## config.mk

```make
export PLATFORM = sky130hd
export DESIGN_NAME = pwm_capture
export DESIGN_NICKNAME = d
export VERILOG_FILES = /design/src/rtl/pwm_capture.sv
export SDC_FILE = /design/constraint.sdc
export NUM_CORES = 1
export LEC_CHECK = 0
export ABC_AREA = 1
export CAP_MARGIN = 20
export CORE_MARGIN = 1
export CORE_UTILIZATION = 60
export CTS_BUF_LIST = sky130_fd_sc_hd__clkbuf_8
export DETAILED_ROUTE_END_ITERATION = 16
export PLACE_DENSITY = 0.8
export SLEW_MARGIN = 10
export SYNTH_ARGS = -nofsm -noshare
export SYNTH_HDL_FRONTEND = slang
export SYNTH_SLANG_ARGS = --single-unit
```

## constraint.sdc

```tcl
create_clock -name clk -period 7.9 [get_ports clk]
set_input_delay 1.58 -clock clk [delete_from_list [all_inputs] [get_ports clk]]
set_output_delay 1.58 -clock clk [all_outputs]
set_load 0.01 [all_outputs]
```

## src/rtl/pwm_capture.sv

```systemverilog
// rtl/pwm_capture.sv - RC/servo PWM pulse decoder producing speed commands with loss-of-signal failsafe
module pwm_capture #(
    parameter int          PRESCALE   = 50,
    parameter int          FILTER_LEN = 4,
    parameter int          MIN_WIDTH  = 1000,
    parameter int          SPAN_LOG2  = 10,
    parameter int          REJECT_LO  = 800,
    parameter int          REJECT_HI  = 2200,
    parameter int          TIMEOUT    = 25000,
    parameter logic [15:0] FAILSAFE   = 16'd0
) (
    input  logic        clk,
    input  logic        rst,
    input  logic        pwm_in,
    input  logic        busy,
    output logic [15:0] speed_out,
    output logic        speed_oe,
    output logic [15:0] pulse_width,
    output logic        signal_ok,
    output logic        pulse_err
);

    localparam int PS_W = (PRESCALE > 1) ? $clog2(PRESCALE) : 1;
    localparam int FL_W = (FILTER_LEN > 1) ? $clog2(FILTER_LEN) : 1;
    localparam int TO_W = $clog2(TIMEOUT + 1);

    localparam logic [15:0] LO16   = 16'(REJECT_LO);
    localparam logic [15:0] HI16   = 16'(REJECT_HI);
    localparam logic [15:0] MIN16  = 16'(MIN_WIDTH);
    localparam logic [15:0] FULL16 = 16'(MIN_WIDTH + 2**SPAN_LOG2);

    typedef enum logic [1:0] {
        WAIT_LOW  = 2'd0,
        WAIT_RISE = 2'd1,
        HIGH      = 2'd2
    } state_t;

    state_t state, state_next;

    logic            s1, s2;
    logic [1:0]      prime;
    logic            filt, filt_d;
    logic [FL_W-1:0] flt_cnt;
    logic [PS_W-1:0] ps_cnt;
    logic            tick;
    logic [15:0]     width;
    logic [15:0]     width_inc;
    logic [TO_W-1:0] gap;
    logic            rise, fall;
    logic            width_clr, measure_done;
    logic            valid;
    logic [15:0]     speed_calc;
    logic [15:0]     diff;
    logic [15:0]     pend_val;
    logic            pend_flag;
    logic            handoff, timeout_hit;

    // Synchronizer and primed flag: prime marks when s2 reflects the real pin after reset
    always_ff @(posedge clk or posedge rst) begin
        if (rst) begin
            s1    <= 1'b0;
            s2    <= 1'b0;
            prime <= 2'b00;
        end else begin
            s1    <= pwm_in;
            s2    <= s1;
            prime <= {prime[0], 1'b1};
        end
    end

    always_ff @(posedge clk or posedge rst) begin
        if (rst) begin
            filt    <= 1'b0;
            filt_d  <= 1'b0;
            flt_cnt <= '0;
        end else begin
            filt_d <= filt;
            if (s2 != filt) begin
                if (flt_cnt == FL_W'(FILTER_LEN - 1)) begin
                    filt    <= s2;
                    flt_cnt <= '0;
                end else begin
                    flt_cnt <= flt_cnt + 1'b1;
                end
            end else begin
                flt_cnt <= '0;
            end
        end
    end

    assign rise = filt & ~filt_d;
    assign fall = ~filt & filt_d;

    assign tick = (ps_cnt == PS_W'(PRESCALE - 1));

    always_ff @(posedge clk or posedge rst) begin
        if (rst) begin
            ps_cnt <= '0;
        end else if (tick) begin
            ps_cnt <= '0;
        end else begin
            ps_cnt <= ps_cnt + 1'b1;
        end
    end

    always_ff @(posedge clk or posedge rst) begin
        if (rst) begin
            state <= WAIT_LOW;
        end else begin
            state <= state_next;
        end
    end

    always_comb begin
        state_next   = state;
        width_clr    = 1'b0;
        measure_done = 1'b0;
        case (state)
            WAIT_LOW: begin
                // Leave only once the pin is genuinely and stably low, so a pulse in flight at reset is skipped
                if (prime[1] && !filt && !s2 && (flt_cnt == '0)) begin
                    state_next = WAIT_RISE;
                end
            end
            WAIT_RISE: begin
                if (rise) begin
                    width_clr  = 1'b1;
                    state_next = HIGH;
                end
            end
            HIGH: begin
                if (fall) begin
                    measure_done = 1'b1;
                    state_next   = WAIT_RISE;
                end
            end
            default: state_next = WAIT_LOW;
        endcase
    end

    // The tick in the falling-edge cycle is included so a pulse of exactly k ticks reads k
    assign width_inc = (tick && (width != 16'hFFFF)) ? width + 16'd1 : width;

    always_ff @(posedge clk or posedge rst) begin
        if (rst) begin
            width <= '0;
        end else if (width_clr) begin
            width <= '0;
        end else if (state == HIGH) begin
            width <= width_inc;
        end
    end

    always_ff @(posedge clk or posedge rst) begin
        if (rst) begin
            gap <= '0;
        end else if (rise) begin
            gap <= '0;
        end else if (tick && (gap != TO_W'(TIMEOUT))) begin
            gap <= gap + 1'b1;
        end
    end

    assign timeout_hit = tick && !rise && (gap == TO_W'(TIMEOUT - 1));

    always_comb begin
        valid      = (width_inc >= LO16) && (width_inc <= HI16);
        diff       = width_inc - MIN16;
        speed_calc = diff << (16 - SPAN_LOG2);
        if (width_inc <= MIN16) begin
            speed_calc = 16'h0000;
        end else if (width_inc >= FULL16) begin
            speed_calc = 16'hFFFF;
        end
    end

    assign handoff = pend_flag && !busy;

    // Later assignments take priority: a fresh result overrides failsafe and handoff clearing
    always_ff @(posedge clk or posedge rst) begin
        if (rst) begin
            speed_out   <= '0;
            speed_oe    <= 1'b0;
            pulse_width <= '0;
            signal_ok   <= 1'b0;
            pulse_err   <= 1'b0;
            pend_val    <= '0;
            pend_flag   <= 1'b0;
        end else begin
            speed_oe  <= 1'b0;
            pulse_err <= 1'b0;
            if (handoff) begin
                speed_out <= pend_val;
                speed_oe  <= 1'b1;
                pend_flag <= 1'b0;
            end
            if (timeout_hit && signal_ok) begin
                signal_ok <= 1'b0;
                pend_val  <= FAILSAFE;
                pend_flag <= 1'b1;
            end
            if (measure_done) begin
                pulse_width <= width_inc;
                pulse_err   <= !valid;
                if (valid) begin
                    pend_val  <= speed_calc;
                    pend_flag <= 1'b1;
                    signal_ok <= 1'b1;
                end
            end
        end
    end

endmodule

```

==> impl_metrics.json, run 1 <==
{
  "layout_min_cycle_time_ns": 3.529,
  "worst_hold_startpoint": "prime[0]$_DFF_PP0_",
  "drtAntennaViolNets": 0,
  "clock_sinks": 99,
  "num_rows": 34,
  "numCtsBuffers": 9,
  "synth_top_area_frac": 0.4525,
  "synthArstFlopShare": 1.000,
  "cp_data_required_time_ns": 8.16,
  "die-area_um2": 9511,
  "grt-ovfl-total": 0,
  "gp_congestion": 0.8879,
  "cp_max_fo": 28,
  "postLayoutCoreUtil": 0.6925,
  "detailed_place_hpwl_um": 8249,
  "grt_pass1_vias": 4555,
  "routed_wl_um": 11400,
  "drtPass1Iterations": 5,
  "yosys_warnings": 0,
  "clock.fmax_ghz": 0.2833,
  "min_path_cells": 0,
  "relSlewSlack": 0.2830,
  "r2r_start": "width[0]$_DFFE_PP0P_",
  "cts_root_buf": "clkbuf_8",
  "syn_nets": 731,
  "mappedNetlistArea_um2": 5475,
  "drive_above_1_share": 0.1061,
  "core_area_um2": 8763,
  "yosysMostFrequentCell": "nand2_1",
  "final-hold-violation-count": 0,
  "yosys-top-cells-area": "dfrtp_1 (45%), nand2_1 (16%), inv_1 (5.6%), nand3_1 (5.0%), nor2_1 (3.9%)",
  "grt_pass1_wl_um": 20310,
  "htreeDepth": 3,
  "powerDensity_nw_per_um2": 156.7,
  "rsz0062_at_grt": "false",
  "status": "finished, final reports clean",
  "hold_end": "prime[1]$_DFF_PP0_",
  "postCtsSetupRepairBufs": 0,
  "via_count": 4679,
  "clk_latency_ns": 0.37,
  "cp-startpoint": "width[0]$_DFFE_PP0P_",
  "fin_nets": 763,
  "io_buffers": 38,
  "synth-seq-area-share": 0.4525,
  "antenna_found_initial": 0,
  "io_pins": 39,
  "tns_ns": 0,
  "fin_skew_ns": 0.01516,
  "synth_edf_count": 0,
  "fillers": 734,
  "drv_slew": 0,
  "yosysTopAreaCell": "dfrtp_1",
  "worst-r2r-cell-count": 18,
  "syn_inst": 717,
  "die_w_um": 97.53,
  "synth_flop_cell": "dfrtp_1",
  "worstSetupEndpointType": "flop",
  "synthDistinctLibCells": 35,
  "routedWlPerCell_um": 13.22,
  "crit_type": "flop to flop",
  "n_antenna_cell": 0,
  "cts_max_path_buffers": 2,
  "via_per_inst": 5.428,
  "syn_to_final_growth_pct": 10.83,
  "timing.rr.end": "pend_val[12]$_DFF_PP0_",
  "holdBufCountCts": 0,
  "r2r_slack_ns": 4.37,
  "grt_max_degree": 63,
  "cp-start-kind": "flop",
  "die_h_um": 97.53,
  "ys_ff_latch": 99,
  "peakVddDrop_v": 0.0001004,
  "drt-initial-drc-count": 239,
  "maxCapViolCount": 0,
  "grt.total_usage": 0.2592,
  "setup_viol": 0,
  "cts-resized-gates": 0,
  "hold_class": "flop to flop",
  "synth_common_cells": "nand2_1 (233), dfrtp_1 (99), inv_1 (81)",
  "path_clk_slew_ns": 0.10,
  "synth.avg_cell_area_um2": 7.636,
  "drc": 0,
  "cp.arrival_ns": 3.79,
  "start_util": 0.6248,
  "cts_tree": "built",
  "worst_slew_pin_slew_ns": 1.074,
  "post-route-period-util": 0.4468,
  "p_leak_uw": 0.003010
}
## flip-flops by register name, summed over array words and instances (netlist names), 2 cells and up
signal / flops
pulse_width: 16
pend_val: 16
speed_out: 16
gap: 15
width: 16
state: 2
flt_cnt: 2
prime: 2
ps_cnt: 6
## cells in the final DEF, fill, tap and decap left out, types with 2 or more instances in the layout
| cell | count |
|---|---|
| o22ai_1 | 14 |
| o21a_1 | 2 |
| nand4_1 | 10 |
| a21oi_1 | 10 |
| o31ai_1 | 3 |
| buf_4 | 2 |
| o21ai_0 | 28 |
| nand2_1 | 233 |
| nand2_4 | 3 |
| inv_1 | 80 |
| nand3_2 | 7 |
| ha_1 | 10 |
| o21ai_1 | 3 |
| clkinvlp_4 | 3 |
| clkinv_4 | 2 |
| clkdlybuf4s50_1 | 38 |
| clkbuf_8 | 9 |
| nand3_1 | 55 |
| nand3b_1 | 2 |
| nor4_1 | 4 |
| nand2_2 | 18 |
| o21ai_2 | 9 |
| xor2_1 | 10 |
| or2_2 | 4 |
| nor2_2 | 11 |
| nor2_1 | 57 |
| and3_1 | 2 |
| nor3_1 | 11 |
| nor2_4 | 3 |
| inv_2 | 3 |
| dfrtp_1 | 99 |
## how the worst max path moves through the flow
stage | slack (ns) | end
detailed placement | 4.30 | speed_out[5]$_DFFE_PP0P_
finish | 4.37 | pend_val[12]$_DFF_PP0_
global route | 3.96 | pend_val[0]$_DFF_PP0_
floorplan | 3.73 | filt$_DFFE_PP0P_
CTS | 4.42 | pend_val[12]$_DFF_PP0_
global placement | 4.41 | speed_out[15]$_DFFE_PP0P_
## logic make-up (layout without fill, tap and decap cells)
logic type,count (synthesis),in the layout,share of synthesized area
AND/OR/NAND/NOR,422,422,0.3476
XOR/XNOR,10,10,0.01600
flip-flops,99,99,0.4525
buffers and inverters,103,140,0.08021
AO/OA/AOI/OAI,72,72,0.08021
adder cells (fa/ha/maj),10,10,0.02285
other,1,1,0.0006849
## metal layers
metal | up-vias | wire, um | part of all wire | global-route usage
met5 | - | 0 | 0 | 0
met4 | 0 | 185 | 0.016 | 0.07692
met3 | 24 | 591 | 0.052 | 0.05324
met2 | 135 | 5434 | 0.48 | 0.4373
met1 | 2179 | 5183 | 0.45 | 0.3375
li1 | 2341 | - | - | -
## cell type report
cell class / instances / area (um^2) / share of cell area
multi-input cells: 515 / 2559 / 0.4216
flip-flops and latches: 99 / 2477 / 0.4082
repair buffers: 40 / 395.4 / 0.06515
inverters: 84 / 317.8 / 0.05237
well taps: 108 / 135.1 / 0.02227
clock buffers: 9 / 123.9 / 0.02041
clock inverters: 7 / 60.06 / 0.009897
## through the flow
| stage | worst slack (ns) | hold WS (ns) | total power [uW] | cell area, um^2 | std cells |
|---|---|---|---|---|---|
| 4_1_cts | 4.421 | 0.3485 | 959.9 | 6068 | 862 |
| 3_3_place_gp | 4.405 | 0.3318 | 647.1 | 5884 | 846 |
| 5_1_grt | 3.962 | 0.3675 | 992.3 | 6068 | 862 |
| 3_5_place_dp | 4.295 | 0.3371 | 652.3 | 5884 | 846 |
| 6_report | 4.371 | 0.3445 | 951.0 | 6068 | 862 |
| 2_1_floorplan | 3.730 | 0.3312 | 621.9 | 5475 | 717 |
## worst max-delay path, cell delays in order (launching register included)
cell	delay, ns
dfrtp_1	0.42
ha_1	0.26
nand2_1	0.12
nor2_4	0.06
nand2_2	0.08
nor2_2	0.04
nor2_2	0.80
nand2_1	0.09
o21ai_1	0.24
ha_1	0.21
inv_1	0.04
nor2_1	0.09
nand2_1	0.05
nor2_1	0.09
nand2_1	0.09
nand3_2	0.11
nand3_4	0.31
nor2_1	0.23
nor2_1	0.07
## power breakdown
part,total [uW],internal (uW),switching [uW]
clock,310,119,191
sequential,532,522,10.1
combinational,109,26.9,82.1
Note: power is estimated with default switching activity, not from simulation.
==> run 2: changes to the inputs <==
==> constraint.sdc (replaced) <==
create_clock -name clk -period 3.4 [get_ports clk]
set_input_delay 0.68 -clock clk [delete_from_list [all_inputs] [get_ports clk]]
set_output_delay 0.68 -clock clk [all_outputs]
set_load 0.01 [all_outputs]
==> run 2 against run 1 <==
  * Via count down 0.15%
  * Sequential share of layout area is 0.23 points lower
  * Clock power up 130%
  * Count of clock-buffer cells in the layout unchanged
  * Routed wire length increased by 3.0%
  * Combinational power increased by 140%
  * Clock skew is 0.00064 ns lower
  * Hold slack improved by 0.015 ns
  * Critical endpoint is now pend_val[1]$_DFF_PP0_
  * Critical path depth unchanged
  * First-iteration DRC count down 2.9%
==> impl_metrics.json, run 2 (synthesis results as in run 1) <==
{
  "clock_sinks": 99,
  "cts_root_buf": "clkbuf_8",
  "grt-ovfl-total": 0,
  "post-route-period-util": 0.9141,
  "htreeDepth": 3,
  "p_int_uw": 1562,
  "pwr-share-seq": 0.557,
  "grt_pass1_wl_um": 20070,
  "peakVddDrop_v": 0.0002122,
  "grt_pass1_vias": 4367,
  "clk_latency_ns": 0.37,
  "grt_max_degree": 58,
  "core_area_um2": 8763,
  "worst_slew_pin_slew_ns": 0.9781,
  "status": "finished, final reports clean",
  "cp.arrival_ns": 3.37,
  "cts_max_path_buffers": 2,
  "syn_to_final_growth_pct": 11.47,
  "antenna_found_initial": 0,
  "cts-resized-gates": 0,
  "setup_viol": 0,
  "timing.rr.end": "pend_val[1]$_DFF_PP0_",
  "cp_data_required_time_ns": 3.66,
  "cts_tree": "built",
  "rsz0062_at_grt": "false",
  "p_leak_uw": 0.003033,
  "clock.fmax_ghz": 0.3217,
  "io_pins": 39,
  "tns_ns": 0,
  "detailed_place_hpwl_um": 8525,
  "die_h_um": 97.53,
  "crit_end": "pend_val[1]$_DFF_PP0_",
  "via_per_inst": 5.401,
  "r2r_slack_ns": 0.29,
  "via_count": 4672,
  "post_dp_cell_area_um2": 5919,
  "drv_slew": 0,
  "final-hold-violation-count": 0,
  "final_common_cell": "nand2_1",
  "maxCapViolCount": 0,
  "layout_setup_ws_ns": 0.2920,
  "most-common-layout-cells": "nand2_1 (233), dfrtp_1 (99), inv_1 (80)",
  "num_rows": 34,
  "dp.cells": 849,
  "cp_max_fo": 28,
  "swShare": 0.2960,
  "path_clk_slew_ns": 0.10,
  "worstSetupEndpointType": "flop",
  "holdBufCountCts": 0,
  "grt.total_usage": 0.2593,
  "r2r_start": "width[0]$_DFFE_PP0P_",
  "fin_nets": 766,
  "postCtsSetupRepairBufs": 0,
  "io_buffers": 38,
  "fin_cells": 865,
  "relSlewSlack": 0.3456,
  "worst-r2r-cell-count": 18,
  "numCtsBuffers": 9,
  "die_w_um": 97.53,
  "p_sw_uw": 656.4,
  "fin_skew_ns": 0.01453,
  "routedWlPerCell_um": 13.56,
  "drt-initial-drc-count": 232,
  "layout_min_cycle_time_ns": 3.108,
  "start_util": 0.6248,
  "drtAntennaViolNets": 0,
  "drive_above_1_share": 0.1096,
  "powerDensity_nw_per_um2": 363.4,
  "crit_type": "flop to flop",
  "clock_power_share": 0.325,
  "drc": 0,
  "n_antenna_cell": 0,
  "routed_wl_um": 11730,
  "dp_slack_ns": 0.3170,
  "hold_class": "flop to flop",
  "fin_area_um2": 6103,
  "die-area_um2": 9511,
  "gp_congestion": 0.8910,
  "drtPass1Iterations": 5,
  "cp-start-kind": "flop",
  "cp-startpoint": "width[0]$_DFFE_PP0P_",
  "pwr-share-comb": 0.119
}
-- run 2: power by group through the flow --
stage | clock, uW | combinational [uW] | sequential [uW]
2_1_floorplan | 0 | 191 | 1250
3_3_place_gp | 0 | 256 | 1260
3_5_place_dp | 0 | 266 | 1260
4_1_cts | 742 | 267 | 1240
5_1_grt | 788 | 301 | 1240
6_report | 720 | 263 | 1230
-- run 2: area by class of cell --
class	instances	area, um^2
fillers	725	2660
multi-input cells	515	2559
flip-flops and latches	99	2477
repair buffers	43	430.4
inverters	84	317.8
well taps	108	135.1
clock buffers	9	123.9
clock inverters	7	60.06
-- run 2: critical path, cell delays in order (launching register included) --
cell and delay, ns:
dfrtp_1 0.43, ha_1 0.25, nand2_1 0.12, nor2_4 0.06, nand2_2 0.07, nor2_2 0.04, nor2_2 0.46, nand2_1 0.10
o21ai_1 0.23, ha_1 0.21, inv_1 0.04, nor2_1 0.09, nand2_1 0.05, nor2_1 0.10, nand2_1 0.08, nand3_2 0.10
nand3_4 0.30, nand3_1 0.18, nand2_1 0.08
-- run 2: stage by stage --
step | power, uW | hold WS (ns) | util
2_1_floorplan | 1445 | 0.3312 | -
6_report | 2218 | 0.3594 | 0.6965
3_3_place_gp | 1513 | 0.3317 | 0.6755
4_1_cts | 2245 | 0.3632 | 0.6965
3_5_place_dp | 1526 | 0.3411 | 0.6755
5_1_grt | 2328 | 0.3669 | 0.6965
-- run 2: routing by layer --
layer | track usage | vias up | part of all wire
met5 | 0 | - | 0
met4 | 0.1018 | 0 | 0.019
met3 | 0.04460 | 16 | 0.043
met2 | 0.4169 | 122 | 0.48
met1 | 0.3505 | 2176 | 0.46
li1 | - | 2358 | -
-- run 2: how the worst min path moves through the flow --
stage	start	slack, ns	endpoint	cells after the start
after detailed placement	s1$_DFF_PP0_	0.34	s2$_DFF_PP0_	0
after global routing	s1$_DFF_PP0_	0.37	s2$_DFF_PP0_	0
after floorplan	prime[0]$_DFF_PP0_	0.33	prime[1]$_DFF_PP0_	0
after global placement	prime[0]$_DFF_PP0_	0.33	prime[1]$_DFF_PP0_	0
after CTS	s1$_DFF_PP0_	0.36	s2$_DFF_PP0_	0
final	s1$_DFF_PP0_	0.36	s2$_DFF_PP0_	0
